[config.mk]
export PLATFORM = sky130hd
export DESIGN_NAME = alu_issue_scheduler
export DESIGN_NICKNAME = d
export VERILOG_FILES = /design/src/rtl/alu_issue_scheduler.sv
export SDC_FILE = /design/constraint.sdc
export NUM_CORES = 2
export LEC_CHECK = 0
export BUFFER_PORTS_ARGS = -buffer_cell sky130_fd_sc_hd__buf_2
export CAP_MARGIN = 40
export CORE_MARGIN = 4
export CORE_UTILIZATION = 42
export CTS_CLUSTER_DIAMETER = 60
export DETAILED_ROUTE_END_ITERATION = 6
export GPL_ROUTABILITY_DRIVEN = 0
export SLEW_MARGIN = 20
export SYNTH_ARGS = -nofsm -noshare
export SYNTH_HDL_FRONTEND = slang
export SYNTH_SLANG_ARGS = --single-unit
[constraint.sdc]
create_clock -name clk_in -period 2.9 [get_ports clk_in]
set_input_delay 0 -clock clk_in [delete_from_list [all_inputs] [get_ports clk_in]]
set_output_delay 0 -clock clk_in [all_outputs]
set_load 0.01 [all_outputs]
[src/rtl/alu_issue_scheduler.sv]
// Reservation station and single-issue scheduler feeding the shared integer ALU.
// Entries capture pending operands from the ALU and load-store CDB ports and
// issue lowest-index-first through registered ALU-side outputs.
module alu_issue_scheduler #(
    parameter int unsigned RS_SIZE   = 8,
    parameter int unsigned ROB_IDX_W = 4,
    parameter int unsigned OP_W      = 6,
    parameter int unsigned XLEN      = 32
) (
    input  logic                 clk_in,
    input  logic                 rst_in,
    input  logic                 rdy_in,
    input  logic                 clr_in,

    input  logic                 disp_valid,
    input  logic [OP_W-1:0]      disp_op,
    input  logic [XLEN-1:0]      disp_vj,
    input  logic [XLEN-1:0]      disp_vk,
    input  logic                 disp_qj_v,
    input  logic                 disp_qk_v,
    input  logic [ROB_IDX_W-1:0] disp_qj,
    input  logic [ROB_IDX_W-1:0] disp_qk,
    input  logic [XLEN-1:0]      disp_imm,
    input  logic [XLEN-1:0]      disp_pc,
    input  logic [ROB_IDX_W-1:0] disp_rob_index,
    output logic                 rs_full,

    input  logic                 cdb_alu_valid,
    input  logic [ROB_IDX_W-1:0] cdb_alu_rob_index,
    input  logic [XLEN-1:0]      cdb_alu_value,
    input  logic                 cdb_lsb_valid,
    input  logic [ROB_IDX_W-1:0] cdb_lsb_rob_index,
    input  logic [XLEN-1:0]      cdb_lsb_value,

    output logic                 rs_to_alu_ready,
    output logic [OP_W-1:0]      rs_to_alu_op,
    output logic [XLEN-1:0]      rs_to_alu_rs1,
    output logic [XLEN-1:0]      rs_to_alu_rs2,
    output logic [XLEN-1:0]      rs_to_alu_imm,
    output logic [XLEN-1:0]      rs_to_alu_PC,
    output logic [ROB_IDX_W-1:0] rs_to_alu_rob_index
);

    localparam int unsigned IDX_W = (RS_SIZE > 1) ? $clog2(RS_SIZE) : 1;
    localparam int unsigned CNT_W = $clog2(RS_SIZE + 1);

    typedef struct packed {
        logic [OP_W-1:0]      op;
        logic [XLEN-1:0]      vj;
        logic [XLEN-1:0]      vk;
        logic                 qj_v;
        logic [ROB_IDX_W-1:0] qj;
        logic                 qk_v;
        logic [ROB_IDX_W-1:0] qk;
        logic [XLEN-1:0]      imm;
        logic [XLEN-1:0]      pc;
        logic [ROB_IDX_W-1:0] rob;
    } entry_t;

    entry_t              ent [RS_SIZE];
    logic [RS_SIZE-1:0]  busy;
    logic [CNT_W-1:0]    count;

    logic                sel_found_c;
    logic [IDX_W-1:0]    sel_idx_c;
    logic [IDX_W-1:0]    free_idx_c;
    logic                disp_accept_c;
    entry_t              disp_entry_c;

    // Occupancy is the registered count; full blocks dispatch for the whole cycle.
    assign rs_full       = (count == CNT_W'(RS_SIZE));
    assign disp_accept_c = disp_valid && !rs_full;

    // Lowest-index ready entry to issue and lowest-index free slot to fill.
    always_comb begin
        sel_found_c = 1'b0;
        sel_idx_c   = '0;
        free_idx_c  = '0;
        for (int i = int'(RS_SIZE) - 1; i >= 0; i--) begin
            if (busy[i] && !ent[i].qj_v && !ent[i].qk_v) begin
                sel_found_c = 1'b1;
                sel_idx_c   = IDX_W'(i);
            end
            if (!busy[i]) begin
                free_idx_c = IDX_W'(i);
            end
        end
    end

    // New entry payload, with operands captured from a same-cycle broadcast.
    always_comb begin
        disp_entry_c      = '0;
        disp_entry_c.op   = disp_op;
        disp_entry_c.vj   = disp_vj;
        disp_entry_c.vk   = disp_vk;
        disp_entry_c.qj_v = disp_qj_v;
        disp_entry_c.qj   = disp_qj;
        disp_entry_c.qk_v = disp_qk_v;
        disp_entry_c.qk   = disp_qk;
        disp_entry_c.imm  = disp_imm;
        disp_entry_c.pc   = disp_pc;
        disp_entry_c.rob  = disp_rob_index;
        if (disp_qj_v) begin
            if (cdb_alu_valid && cdb_alu_rob_index == disp_qj) begin
                disp_entry_c.vj   = cdb_alu_value;
                disp_entry_c.qj_v = 1'b0;
            end else if (cdb_lsb_valid && cdb_lsb_rob_index == disp_qj) begin
                disp_entry_c.vj   = cdb_lsb_value;
                disp_entry_c.qj_v = 1'b0;
            end
        end
        if (disp_qk_v) begin
            if (cdb_alu_valid && cdb_alu_rob_index == disp_qk) begin
                disp_entry_c.vk   = cdb_alu_value;
                disp_entry_c.qk_v = 1'b0;
            end else if (cdb_lsb_valid && cdb_lsb_rob_index == disp_qk) begin
                disp_entry_c.vk   = cdb_lsb_value;
                disp_entry_c.qk_v = 1'b0;
            end
        end
    end

    // Entry storage: wakeup of pending operands, free on issue, fill on dispatch.
    always_ff @(posedge clk_in or negedge rst_in) begin
        if (!rst_in) begin
            busy <= '0;
            for (int i = 0; i < int'(RS_SIZE); i++) begin
                ent[i] <= '0;
            end
        end else if (rdy_in) begin
            if (clr_in) begin
                busy <= '0;
            end else begin
                for (int i = 0; i < int'(RS_SIZE); i++) begin
                    if (busy[i] && ent[i].qj_v) begin
                        if (cdb_alu_valid && cdb_alu_rob_index == ent[i].qj) begin
                            ent[i].vj   <= cdb_alu_value;
                            ent[i].qj_v <= 1'b0;
                        end else if (cdb_lsb_valid && cdb_lsb_rob_index == ent[i].qj) begin
                            ent[i].vj   <= cdb_lsb_value;
                            ent[i].qj_v <= 1'b0;
                        end
                    end
                    if (busy[i] && ent[i].qk_v) begin
                        if (cdb_alu_valid && cdb_alu_rob_index == ent[i].qk) begin
                            ent[i].vk   <= cdb_alu_value;
                            ent[i].qk_v <= 1'b0;
                        end else if (cdb_lsb_valid && cdb_lsb_rob_index == ent[i].qk) begin
                            ent[i].vk   <= cdb_lsb_value;
                            ent[i].qk_v <= 1'b0;
                        end
                    end
                end
                if (sel_found_c) begin
                    busy[sel_idx_c] <= 1'b0;
                end
                if (disp_accept_c) begin
                    busy[free_idx_c] <= 1'b1;
                    ent[free_idx_c]  <= disp_entry_c;
                end
            end
        end
    end

    // Occupancy counter tracking accepted dispatches minus issues.
    always_ff @(posedge clk_in or negedge rst_in) begin
        if (!rst_in) begin
            count <= '0;
        end else if (rdy_in) begin
            if (clr_in) begin
                count <= '0;
            end else begin
                count <= count + CNT_W'(disp_accept_c) - CNT_W'(sel_found_c);
            end
        end
    end

    // Registered issue port; data holds when nothing issues.
    always_ff @(posedge clk_in or negedge rst_in) begin
        if (!rst_in) begin
            rs_to_alu_ready     <= 1'b0;
            rs_to_alu_op        <= '0;
            rs_to_alu_rs1       <= '0;
            rs_to_alu_rs2       <= '0;
            rs_to_alu_imm       <= '0;
            rs_to_alu_PC        <= '0;
            rs_to_alu_rob_index <= '0;
        end else if (rdy_in) begin
            if (clr_in || !sel_found_c) begin
                rs_to_alu_ready <= 1'b0;
            end else begin
                rs_to_alu_ready     <= 1'b1;
                rs_to_alu_op        <= ent[sel_idx_c].op;
                rs_to_alu_rs1       <= ent[sel_idx_c].vj;
                rs_to_alu_rs2       <= ent[sel_idx_c].vk;
                rs_to_alu_imm       <= ent[sel_idx_c].imm;
                rs_to_alu_PC        <= ent[sel_idx_c].pc;
                rs_to_alu_rob_index <= ent[sel_idx_c].rob;
            end
        end
    end

endmodule

==> metrics.md <==
| Metric | Value |
|---|---|
| Sw power | 19,000 µW |
| Min Tclk post-route | 2900 ps |
| Placed cell area | 78,900 µm² |
| DRC | 0 |
| Reg2Reg Launch Point | ent[812] |
| Fmax | between 0.3 and 0.4 GHz |
| Fin. Hold Viols | 0 |
| Post-synthesis mux area share | 7.45% |
| Pre-CTS setup slack | -3.26 ps |
| Simple logic cell fraction of the synthesized area | 17.5% |
| Worst Path Required | 3600 ps |
| Clk network pwr share | 35.0% |
| Max Slew Vio Count | 0 |
| Worst-Margin Slew | 916 ps |
| Final Skew | ~34 ps |
| Syn. warnings | 0 |
| Largest family of logic cells by synthesized area | compound AO/OA/AOI/OAI gates |
| Core ar. | 170,000 µm² |
| Sw Share | 32.4% |
| Worst hold path type | input port to flop |
| Root Buffer | clkbuf_16 |
| Top cell type's share of synthesized area | 46.4% |
| Commonest non-fill, non-tap cell in the layout | nand2_1 |
| DP HPWL | 208 mm |
| Synth Area in Adders | 0.115% |
| Synth Area in Compound Gates | approximately a fifth |
| Worst setup margin | 4.75 ps |
| Yosys cell types | between 80 and 90 |
| Number of synthesized flops with an enable pin | 0 |
| Syn Area/Cell | 8.91 µm² |
| Cell Pwr Density | 665 nW/µm² |
| CP max FO | 48 |
| Area of the mapped netlist | 72,000 µm² |
| Post-synthesis sequential area ratio | 46.4% |
| Die height | 422 µm |
| WS Path Type | flop to flop |
| Clock Path Buffers | 3 |
| Status | complete, no violations |
| IO Port Bufs | 366 |
| Peak VDD IR | around 0.62 mV |
| #FFs+latches synth | 1,335 |
| RSZ-0062 raised after global routing | yes |
| Seq pwr share | 41.5% |
| WP data arrival | 3600 ps |
| CP Launch Type | flop |
| Cells after synthesis | between 8,000 and 9,000 |
| Fin cells | about 11,000 |
| Synth Area in XOR/XNOR | 1.78% |
| Syn Nets | 8,305 |
| CP Launch Point | ent[812] |
| Setup violators final | 0 |
| H-tree depth | 4 |
| Nets | 8,847 |
| First-pass GRT wire length | 493 mm |
| Worst hold path depth | 4 |
| Initial Util | a little over two fifths |
| Combinational Power Share | 23.5% |
| Max_cap viols | 0 |
| Total Routing Usage GR | 37.0% |
| Top cells by area, synth | dfrtp_1 46%, nand2_1 10%, mux2i_1 5.4% |
| Total gr overflow | 0 |
| Worst setup EP type | flop |
| Clock Latency Late Sink | 830 ps |
| Crit share post-route | 99.8% |
| Crit path to | rs_to_alu_rs1[17] |
| Synth-to-Final Area Change | 22.3% |
| Fin Setup TNS | 0 ps |
| Die footprint | 178,000 µm² |
| Total wire length | roughly 340 mm |
| CTS tree | yes |
| Asr flop ratio synth | 100% |
| Via count | 72,200 |
| Synth area leader | dfrtp_1 |
| Clock transition at path regs | approximately 60 ps |
| Slew headroom | 38.9% |
| R2R depth | 9 |
| Vias/cell | 6.57 |
| Commonest non-fill, non-tap cells in the layout | 1,912 x nand2_1, 1,335 x dfrtp_1, 447 x nor2_1 |
| Internal | 39,500 µW |
| Largest net degree at the start of global routing | 131 |
| Number of detailed-route iterations in the first pass | 7 |
| Cell leakage power | 0.0400 µW |
| WL/cell | around 31 µm |
| Cells after DPL | 10,300 |
| Total CTS buffers | 155 |
| Initial antenna violation count | 25 |
| Proportion of layout cells with a drive suffix above 1 | 16.5% |
| Fin area | a little under 90,000 µm² |
| Row count | approximately 150 |
| Top Ports | approximately 370 |
| Final core utilization | between 50% and 60% |
| R2R setup slack | between 4 and 5 ps |
| Main synth FF type | dfrtp_1 |
| Clk sinks | 1,335 |
| R2r endpoint | rs_to_alu_rs1[17] |
| Die Wd | 422 µm |
| Number of global-route vias before repair | 71,300 |
| Initial DRC count | 10,400 |
| Antenna Violating Nets Remaining | 0 |
cell families (layout without fill, tap and decap cells):
group | after synthesis | in the layout
other | 0 | 26
flip-flops | 1335 | 1335
buffers and inverters | 999 | 1660
AO/OA/AOI/OAI | 2026 | 2026
multiplexers | 519 | 519
XOR/XNOR | 146 | 146
adder cells (fa/ha/maj) | 6 | 6
AND/OR/NAND/NOR | 3041 | 3041
critical path, cell delays in order, from the launching register on:
cell and delay [ps]:
dfrtp_1 410, or3b_2 580, nand4_2 130, buf_4 170, nor3_2 90, buf_12 180
buf_4 290, a211o_1 290, a211oi_1 300, o32ai_1 170
state kept, by name, indices dropped and copies added, names as in the netlist:
signal               cells
rs_to_alu_ready          1
rs_to_alu_rs2           32
rs_to_alu_PC            32
rs_to_alu_rob_index      4
rs_to_alu_op             6
ent                   1184
count                    4
rs_to_alu_imm           32
rs_to_alu_rs1           32
busy                     8
timing repair:
item | CTS | global route
resized for setup | 0 | 9
gates cloned | 0 | 2
hold endpoints to repair | 2526 | 0
hold buffers | 344 | 0
pin swaps | 1 | 5
setup buffers | 3 | 11
setup endpoints to repair | 2 | 31
cell type report:
type	instances	area, µm²
Antenna cell	26	65.1
Clock buffer	224	4530
Clock inverter	52	742
Fill cell	15400	81900
Inverter	177	664
Multi-Input combinational cell	5738	34900
Sequential cell	1335	33400
Tap cell	2218	2780
Timing Repair Buffer	1207	10900
per-layer routing:
layer	global-route usage, %	part of all wire (%)	vias to the layer above
li1	-	-	30000
met1	44.9	36	35300
met2	55.4	43	5410
met3	11.3	12	1497
met4	27.5	9.2	10
met5	0.430	0.031	-
synth_stat cells (8+ instances only):
cell / count
nand2_1: 1914
dfrtp_1: 1335
clkbuf_1: 552
nor2_1: 461
o21ai_0: 429
mux2i_1: 387
a221oi_1: 286
nor3_1: 283
a21oi_1: 273
nand3_1: 198
buf_2: 174
inv_1: 148
mux2_2: 132
a211oi_1: 119
o31ai_1: 114
o2111ai_1: 113
o22a_1: 85
xnor2_1: 82
a221oi_2: 80
and3_1: 75
o32ai_1: 74
buf_1: 66
xor2_1: 64
a31oi_1: 58
o21ai_1: 58
a221o_1: 53
a211o_1: 51
a32o_1: 38
a22o_1: 32
o22ai_1: 32
or3_1: 30
a222oi_1: 29
clkinv_1: 29
buf_4: 22
o211ai_1: 20
o221ai_1: 19
o221ai_2: 16
and2_1: 11
o21a_1: 9
a21o_1: 8
or2_2: 8
per-stage QoR:
stage                     hold slack, ps  power, µW
final                               33.0      58500
after global routing                29.2      60700
after CTS                          0.324      58200
after detailed placement           -46.9      37500
after global placement             -47.0      37100
after floorplan                     -296      31700
worst min path at each step:
| stage | from | endpoint | slack [ps] |
|---|---|---|---|
| after CTS | disp_imm[8] | ent[636] | 0.3 |
| after global placement | rst_in | ent[1021] | -50 |
| after detailed placement | rst_in | ent[1021] | -50 |
| after global routing | disp_imm[16] | ent[200] | 30 |
| final | disp_rob_index[2] | ent[594] | 30 |
| after floorplan | rst_in | busy[0] | -300 |
power groups by stage:
| stage | Combinational, µW | Sequential (µW) | Clock, µW |
|---|---|---|---|
| floorplan | 7610 | 24100 | 0 |
| global placement | 12700 | 24400 | 0 |
| detailed placement | 13000 | 24500 | 0 |
| CTS | 13400 | 24200 | 20600 |
| global route | 14700 | 24600 | 21400 |
| finish | 13700 | 24300 | 20500 |
Power figures use the tool's default switching activity.
